<file path="config.mk">
export PLATFORM = sky130hd
export DESIGN_NAME = print_bcd_feeder
export DESIGN_NICKNAME = d
export VERILOG_FILES = /design/src/rtl/print_bcd_feeder.sv
export SDC_FILE = /design/constraint.sdc
export NUM_CORES = 1
export LEC_CHECK = 0
export ABC_AREA = 1
export ABC_CLOCK_PERIOD_IN_PS = 2950
export CORE_UTILIZATION = 52
export DETAILED_ROUTE_END_ITERATION = 8
export HOLD_SLACK_MARGIN = 0.02
export PLACE_DENSITY = 0.76
export RECOVER_POWER = 50
export SYNTH_ARGS = -nofsm -noshare
export SYNTH_HDL_FRONTEND = slang
export SYNTH_SLANG_ARGS = --single-unit
</file>
<file path="constraint.sdc">
create_clock -name CLOCK_50 -period 2.95 [get_ports CLOCK_50]
set_clock_uncertainty 0.15 [all_clocks]
set_input_delay 0.885 -clock CLOCK_50 [delete_from_list [all_inputs] [get_ports CLOCK_50]]
set_output_delay 0.885 -clock CLOCK_50 [all_outputs]
set_load 0.05 [all_outputs]
</file>
<file path="src/rtl/print_bcd_feeder.sv">
// Request FIFO plus iterative double-dabble converter feeding the overlay print port.
// Optional macro PRINT_HEX_BYPASS_EN adds req_hex to pass raw values through unconverted.
module print_bcd_feeder #(
    parameter int FIFO_DEPTH = 4,
    parameter int REC_MAX    = 46,
    parameter int BIN_W      = 20
) (
    input  logic             CLOCK_50,
    input  logic             RST,
    input  logic             resetMode,
    input  logic             req_valid,
    output logic             req_ready,
    input  logic [7:0]       req_rec,
    input  logic [BIN_W-1:0] req_val,
`ifdef PRINT_HEX_BYPASS_EN
    input  logic             req_hex,
`endif
    output logic [7:0]       print_rec,
    output logic [24:0]      print_val,
    output logic             print_set,
    output logic             busy,
    output logic [7:0]       drop_cnt,
    output logic [1:0]       dbg_state
);

    // Handshake: a request transfers on any rising edge where req_valid and
    // req_ready are both high; req_ready comes only from the registered count,
    // so it never depends on req_valid in the same cycle.

    localparam int PTR_W = (FIFO_DEPTH > 1) ? $clog2(FIFO_DEPTH) : 1;
    localparam int CNT_W = PTR_W + 1;
    localparam int SH_W  = 24 + BIN_W;

    localparam logic [7:0]       REC_MAX_L = 8'(REC_MAX);
    localparam logic [BIN_W-1:0] DEC_MAX   = BIN_W'(999999);
    localparam logic [CNT_W-1:0] FULL_CNT  = CNT_W'(FIFO_DEPTH);
    localparam logic [4:0]       LAST_IT   = 5'(BIN_W - 1);

    typedef enum logic [1:0] {
        S_IDLE = 2'd0,
        S_CONV = 2'd1,
        S_HEX  = 2'd2
    } state_e;

    state_e           state_q;
    logic [PTR_W-1:0] wr_ptr_q, rd_ptr_q;
    logic [CNT_W-1:0] count_q, count_d;
    logic [7:0]       mem_rec_q [FIFO_DEPTH];
    logic [BIN_W-1:0] mem_val_q [FIFO_DEPTH];
`ifdef PRINT_HEX_BYPASS_EN
    logic             mem_hex_q [FIFO_DEPTH];
`endif

    logic [SH_W-1:0]  shift_q, shift_adj, shift_d;
    logic [4:0]       iter_q;
    logic [7:0]       cur_rec_q;
    logic             ovf_q;
    logic [7:0]       print_rec_q;
    logic [24:0]      print_val_q;
    logic             print_set_q;
    logic [7:0]       drop_cnt_q;

    logic             in_range, accept, push, drop, pop;
    logic [BIN_W-1:0] head_val;
    logic             head_hex;

    assign req_ready = (count_q != FULL_CNT);
    assign in_range  = (req_rec < REC_MAX_L);
    assign accept    = req_valid & req_ready & ~resetMode;
    assign push      = accept & in_range;
    assign drop      = accept & ~in_range;
    assign pop       = (state_q == S_IDLE) & (count_q != '0) & ~resetMode;
    assign head_val  = mem_val_q[rd_ptr_q];
`ifdef PRINT_HEX_BYPASS_EN
    assign head_hex  = mem_hex_q[rd_ptr_q];
`else
    assign head_hex  = 1'b0;
`endif

    always_comb begin
        count_d = count_q;
        if (push && !pop) begin
            count_d = count_q + CNT_W'(1);
        end else if (pop && !push) begin
            count_d = count_q - CNT_W'(1);
        end
    end

    // Storage is not reset: only entries below count_q are ever read.
    always_ff @(posedge CLOCK_50) begin
        if (push) begin
            mem_rec_q[wr_ptr_q] <= req_rec;
            mem_val_q[wr_ptr_q] <= req_val;
`ifdef PRINT_HEX_BYPASS_EN
            mem_hex_q[wr_ptr_q] <= req_hex;
`endif
        end
    end

    always_ff @(posedge CLOCK_50) begin
        if (RST || resetMode) begin
            wr_ptr_q <= '0;
            rd_ptr_q <= '0;
            count_q  <= '0;
        end else begin
            if (push) begin
                wr_ptr_q <= wr_ptr_q + PTR_W'(1);
            end
            if (pop) begin
                rd_ptr_q <= rd_ptr_q + PTR_W'(1);
            end
            count_q <= count_d;
        end
    end

    always_ff @(posedge CLOCK_50) begin
        if (RST) begin
            drop_cnt_q <= '0;
        end else if (drop && drop_cnt_q != 8'hFF) begin
            drop_cnt_q <= drop_cnt_q + 8'd1;
        end
    end

    // One double-dabble step: add 3 to each digit >= 5, then shift left.
    always_comb begin
        shift_adj = shift_q;
        for (int k = 0; k < 6; k++) begin
            if (shift_q[BIN_W + 4*k +: 4] >= 4'd5) begin
                shift_adj[BIN_W + 4*k +: 4] = shift_q[BIN_W + 4*k +: 4] + 4'd3;
            end
        end
        shift_d = shift_adj << 1;
    end

    always_ff @(posedge CLOCK_50) begin
        if (RST) begin
            state_q     <= S_IDLE;
            shift_q     <= '0;
            iter_q      <= '0;
            cur_rec_q   <= '0;
            ovf_q       <= 1'b0;
            print_rec_q <= '0;
            print_val_q <= '0;
            print_set_q <= 1'b0;
        end else begin
            print_set_q <= 1'b0;
            if (resetMode) begin
                state_q <= S_IDLE;
                iter_q  <= '0;
            end else begin
                case (state_q)
                    S_IDLE: begin
                        if (pop) begin
                            cur_rec_q <= mem_rec_q[rd_ptr_q];
                            shift_q   <= {24'b0, head_val};
                            ovf_q     <= (head_val > DEC_MAX);
                            iter_q    <= '0;
                            state_q   <= head_hex ? S_HEX : S_CONV;
                        end
                    end
                    S_CONV: begin
                        shift_q <= shift_d;
                        iter_q  <= iter_q + 5'd1;
                        if (iter_q == LAST_IT) begin
                            print_rec_q <= cur_rec_q;
                            print_val_q <= ovf_q ? {1'b1, 24'h999999}
                                                 : {1'b0, shift_d[SH_W-1 -: 24]};
                            print_set_q <= 1'b1;
                            state_q     <= S_IDLE;
                        end
                    end
                    S_HEX: begin
                        print_rec_q <= cur_rec_q;
                        print_val_q <= 25'(shift_q[BIN_W-1:0]);
                        print_set_q <= 1'b1;
                        state_q     <= S_IDLE;
                    end
                    default: state_q <= S_IDLE;
                endcase
            end
        end
    end

    assign print_rec = print_rec_q;
    assign print_val = print_val_q;
    assign print_set = print_set_q;
    assign drop_cnt  = drop_cnt_q;
    assign busy      = (count_q != '0) | (state_q != S_IDLE);
    assign dbg_state = state_q;

endmodule

</file>
==> flow_summary.ini, run 1 <==
[outcome]
status = completed

[pwr]
vdd_drop_max_uv = 453
power.total_w = 0.00639
p_per_area_nw_per_um2 = 579
p_leak_nw = 4.20

[timing]
tightest_slew_ps = 752
timing.slew.headroom = 0.499
final-hold-violation-count = 0
fin_crit_ps = 2800
setup_viol = 0
rsz0062_at_grt = false
fmax_ghz = 0.358
maxSlewViolCount = 0
min_period_over_period = 0.948

[clock_tree]
cts_htree_levels = 1
cts_root_buf = clkbuf_16
cts_setup_buffers = 0
numCtsBuffers = 24
cts-resized-gates = 1
insertion_delay_ps = 510
cts-hold-fix-buffers = 0
clockBufferDepth = 3
cts_sinks = 222
clk_pin_slew_ps = 60
cts_tree = done

[floorplanning]
coreArea_um2 = 17400
start_util = 0.536
ioPinCount = 78
die_height_um = 136
die_x_um = 136
die-area_um2 = 18400
rows = 48

[synthesis]
ys_ff_latch = 222
syn_nets = 1032
synth_edf_count = 112
synthTopCellsByCount = 232 x nand2_1, 112 x edfxtp_1, 110 x dfxtp_1
synthDistinctLibCells = 42
synth_top_area_frac = 0.362
yosysWarnings = 0
syn_avg_cell_area_um2 = 9.48
async_flop_share = 0
dominantRegCellSynth = edfxtp_1
syn_area_um2 = 9300
yosysSeqAreaShare = 0.599
yosys.area.top_type = edfxtp_1
syn_inst = 980
synth_most_common_cell = nand2_1
yosys-top-cells-area = edfxtp_1 36%, dfxtp_1 24%, nand2_1 9.4%

[setup_path]
startpoint = drop_cnt[2]
cp_top_family = buffers and inverters
arrival_ps = 1760
worstSetupStartpointType = register
critPathBufInv = 1
cp_slowest_cell = clkdlybuf4s50_1
worstPathRequired_ps = 1920
r2r_start = count_q[0]
crit_path_cell_trace = clkdlybuf4s50_1
end_kind = output pin
cp_max_fo = 5
slowest_delay_ps = 850
critical_path_class = register to output pin

[route]
num_vias = 6901
routedWlPerCell_um = 14.8
via_per_inst = 5.27
drt_pass1_iterations = 5
drt_iter0_markers = 554
drc_errors = 0
wl_mm = 19.4
ant_nets = 0

[cells_and_area]
area_growth_syn_to_layout_pct = 18.6
drive_gt1_frac = 0.0737
insertedDiodeCount = 0
nets = 1120
postLayoutCoreUtil = 0.635

[grt]
grtUsageTotal = 0.218
grt-ovfl-total = 0
antenna_found_initial = 0
grt_max_degree = 54
grt_pass1_wl_mm = 31.8
grt_pass1_vias = 6442

[placed_design]
dp_hpwl_mm = 12.4
gp_congestion = 0.808
port_buffers = 76

[job]
cap_violations = 0

[min_path]
worstHoldStart = cur_rec_q[5]
hp-class = register to register
## worst paths after layout
kind | end | slack (ps) | cells past startpoint
worst min-delay path | print_rec[5] | 310 | 2
worst max register to register | count_q[2] | 620 | 14
worst max-delay path | drop_cnt[2] | 150 | 1
worst min register to register | print_rec[5] | 310 | 2
## final cells by class
cell class                 instances  area (um^2)
inverter                          70          267
tap                              225          282
clock buffer                      36          694
timing repair buffer             111         1020
fill                            1385         6340
multi-input combinational        639         3140
clock inverter                     7         60.1
sequential                       222         5570
## report_power, final
part	leakage (nW)	internal, W	switching [W]
registers	1.90	0.00327	0.0000177
logic	1.94	0.0000879	0.000156
clock network	0.361	0.00171	0.00115
total	4.20	0.00506	0.00132
## through the flow
stage / TNS, ps / hold WS [ps] / setup WS (ps) / cell area [um^2] / std cells
2_1_floorplan: -13980 / 286 / -125 / 9300 / 980
3_3_place_gp: -126 / 295 / -72.8 / 10300 / 1267
3_5_place_dp: -217 / 302 / -129 / 10300 / 1267
4_1_cts: 0 / 315 / 136 / 11100 / 1310
5_1_grt: 0 / 332 / 71.8 / 11000 / 1310
6_report: 0 / 315 / 154 / 11000 / 1310
## flip-flops by register name, summed over array words and instances, names as in the netlist, 2 cells and up, named ones only
register,cells
mem_val_q,80
shift_q,44
mem_rec_q,32
print_val,25
cur_rec_q,8
drop_cnt,8
print_rec,8
iter_q,5
count_q,3
rd_ptr_q,2
wr_ptr_q,2
## logic make-up (layout without fill, tap and decap cells)
| family | count (synthesis) | after routing | synth area share |
|---|---|---|---|
| buffers and inverters | 119 | 224 | 0.0619 |
| DFF | 222 | 222 | 0.599 |
| adders and majority gates | 20 | 20 | 0.0277 |
| AOI/OAI and AO/OA | 226 | 226 | 0.131 |
| other | 1 | 1 | 0.000403 |
| and+or+nand+nor | 381 | 381 | 0.170 |
| xor gates and xnor gates | 11 | 11 | 0.0104 |
## worst reg2reg max path: cells and delay by family (launching register included)
family          cells  cell delay [ps]
compound gates      2              180
fa+ha+maj           2              510
buf+inv             3              240
flops               1              360
simple gates        7              820
## layer usage
layer | part of all wire | track usage | up-vias
met5 | 0 | 0 | -
met2 | 0.49 | 0.368 | 192
met1 | 0.44 | 0.293 | 3197
li1 | - | - | 3479
met3 | 0.050 | 0.0277 | 33
met4 | 0.021 | 0.0662 | 0
## placed cells by master, fill, tap and decap left out, types with 2 or more instances in the layout
cell type        instances
a21boi_0                 5
a21oi_1                105
a31oi_1                  8
buf_12                   4
buf_4                   21
clkbuf_1                19
clkbuf_16               25
clkbuf_4                 2
clkbuf_8                 2
clkdlybuf4s50_1         46
clkinv_1                 3
clkinv_2                 2
clkinvlp_2               2
dfxtp_1                110
dlygate4sd3_1           26
edfxtp_1               112
ha_1                    19
inv_1                   65
inv_2                    2
nand2_1                232
nand2_4                  2
nand3_1                 42
nor2_1                  82
nor2_2                   4
nor3_1                   7
o211ai_1                14
o21ai_0                 80
o21ai_1                  4
o22ai_1                  7
or2_2                    5
xor2_1                  11
(Power assumes the default switching activity.)
==> inputs of run 2 (changes only) <==
--- a/config.mk
+++ b/config.mk
@@ -7,6 +7,7 @@
 export LEC_CHECK = 0
 export ABC_AREA = 1
 export ABC_CLOCK_PERIOD_IN_PS = 2950
+export CORE_MARGIN = 2
 export CORE_UTILIZATION = 52
 export DETAILED_ROUTE_END_ITERATION = 8
 export HOLD_SLACK_MARGIN = 0.02
==> flow_summary.ini, run 2 (synthesized netlist as in run 1, its figures left out) <==
[outcome]
status = completed

[clock_tree]
numCtsBuffers = 23
cts-resized-gates = 1
cts_setup_buffers = 0
clockBufferDepth = 3
cts_tree = done
cts-hold-fix-buffers = 0
clk_pin_slew_ps = 60
insertion_delay_ps = 510
cts_root_buf = clkbuf_16
cts_htree_levels = 1
cts_sinks = 222

[placed_design]
dp_hpwl_mm = 12.4
post-place-cells = 1266
gp_congestion = 0.777
port_buffers = 76

[cells_and_area]
layout_common_cells = 234 x nand2_1, 112 x edfxtp_1, 110 x dfxtp_1
layout_commonest_cell = nand2_1
seq_area_um2 = 5570
fillers = 1382
area_growth_syn_to_layout_pct = 19.6
multi_input_area_um2 = 3150
drive_gt1_frac = 0.0794
insertedDiodeCount = 0
largest_reg_flops = 80
nets = 1118
largest_registers = mem_val_q (80), shift_q (44), mem_rec_q (32)
largest_register = mem_val_q
final-instance-count-excl-fill = 1308

[setup_path]
critPathBufInv = 4
arrival_ps = 3030
crit_path_cell_trace = dlygate4sd3_1 > clkbuf_1 > inv_2 > nand2_1 > inv_2 > o21ai_0 > a21oi_1
cp_slowest_cell = nand2_1
cp_top_family = buffers and inverters
slowest_delay_ps = 570
cp_max_fo = 22
crit_path_frequent_cell = inv_2
worstSetupStartpointType = primary input
worstPathRequired_ps = 3190
end_kind = register
critical_path_class = primary input to register

[timing]
setup_viol = 0
maxSlewViolCount = 0
rsz0062_at_grt = false
tightest_slew_ps = 1140
fin_crit_ps = 2790
whs_ps = 311
min_period_over_period = 0.947
final-hold-violation-count = 0
fmax_ghz = 0.358
timing.slew.headroom = 0.238

[route]
drt_pass1_iterations = 7
drc_errors = 0
drt_iter0_markers = 571
wl_mm = 19.7
via_per_inst = 5.32
ant_nets = 0
routedWlPerCell_um = 15.1
num_vias = 6960

[pwr]
switching_share = 0.204
p_clk_frac = 0.463
comb_power_share = 0.038
intPower_w = 0.00523
power.switching_w = 0.00134
p_leak_nw = 4.20
power.total_w = 0.00657
seqPwrFrac = 0.500
p_per_area_nw_per_um2 = 591
vdd_drop_max_uv = 452

[grt]
met3_usage = 0.0324
top_usage_layer = met2
grt-ovfl-total = 0
use_met2 = 0.360
grt_pass1_wl_mm = 31.9
grt_max_degree = 40
grt_pass1_vias = 6430
grtUsageTotal = 0.213
antenna_found_initial = 0
use_met1 = 0.289

[floorplanning]
coreArea_um2 = 17400
die_x_um = 138
start_util = 0.534
die_height_um = 138
rows = 48
die-area_um2 = 19000
ioPinCount = 78

[job]
cap_violations = 0

[min_path]
hp-class = register to register
==> run 2: changes by cell type in the layout (fill, tap and decap cells not counted), sizes merged <==
| cell | previous run | this run |
|---|---|---|
| clkdlybuf4s50 | 46 | 47 |
| dlygate4sd3 | 26 | 25 |
| clkinv | 5 | 12 |
| bufinv | 1 | 5 |
| inv | 68 | 69 |
| clkinvlp | 3 | 0 |
| clkbuf | 48 | 37 |
==> run 2: layer usage <==
layer	share of wire	up-vias
li1	-	3476
met1	0.44	3275
met2	0.49	187
met3	0.057	22
met4	0.012	0
met5	0	-
==> run 2: worst min-delay path, stage by stage (launching register included) <==
cell and delay, ps:
dfxtp_1 310, nand2_1 60, a21oi_1 50
==> run 2: final cells by class <==
class | count | area share
sequential | 222 | 0.501
multi-input combinational | 639 | 0.283
timing repair buffer | 110 | 0.0945
clock buffer | 26 | 0.0528
tap | 225 | 0.0253
inverter | 70 | 0.0244
clock inverter | 16 | 0.0191
==> run 2: worst paths after layout <==
check	from	endpoint	slack, ps	cells after the start
min reg2reg	cur_rec_q[7]	print_rec[7]	310	2
min	cur_rec_q[7]	print_rec[7]	310	2
max	resetMode	shift_q[5]	160	7
max reg2reg	iter_q[0]	print_val[2]	610	7
==> run 2: stage by stage <==
stage                     setup WS [ps]  utilization  instance area, um^2  setup TNS (ps)
after global routing               63.2        0.638                11100               0
after detailed placement           -111        0.596                10400            -187
final                               157        0.638                11100               0
after floorplan                    -125            -                 9300          -13980
after CTS                           140        0.642                11200               0
after global placement            -71.2        0.596                10400            -119
==> run 2: power by group through the flow <==
stage | clock, W | sequential [W] | combinational [W]
after global routing | 0.00319 | 0.00329 | 0.000275
after CTS | 0.00309 | 0.00329 | 0.000262
after floorplan | 0 | 0.00336 | 0.000131
after detailed placement | 0 | 0.00335 | 0.000261
final | 0.00304 | 0.00329 | 0.000247
after global placement | 0 | 0.00335 | 0.000255
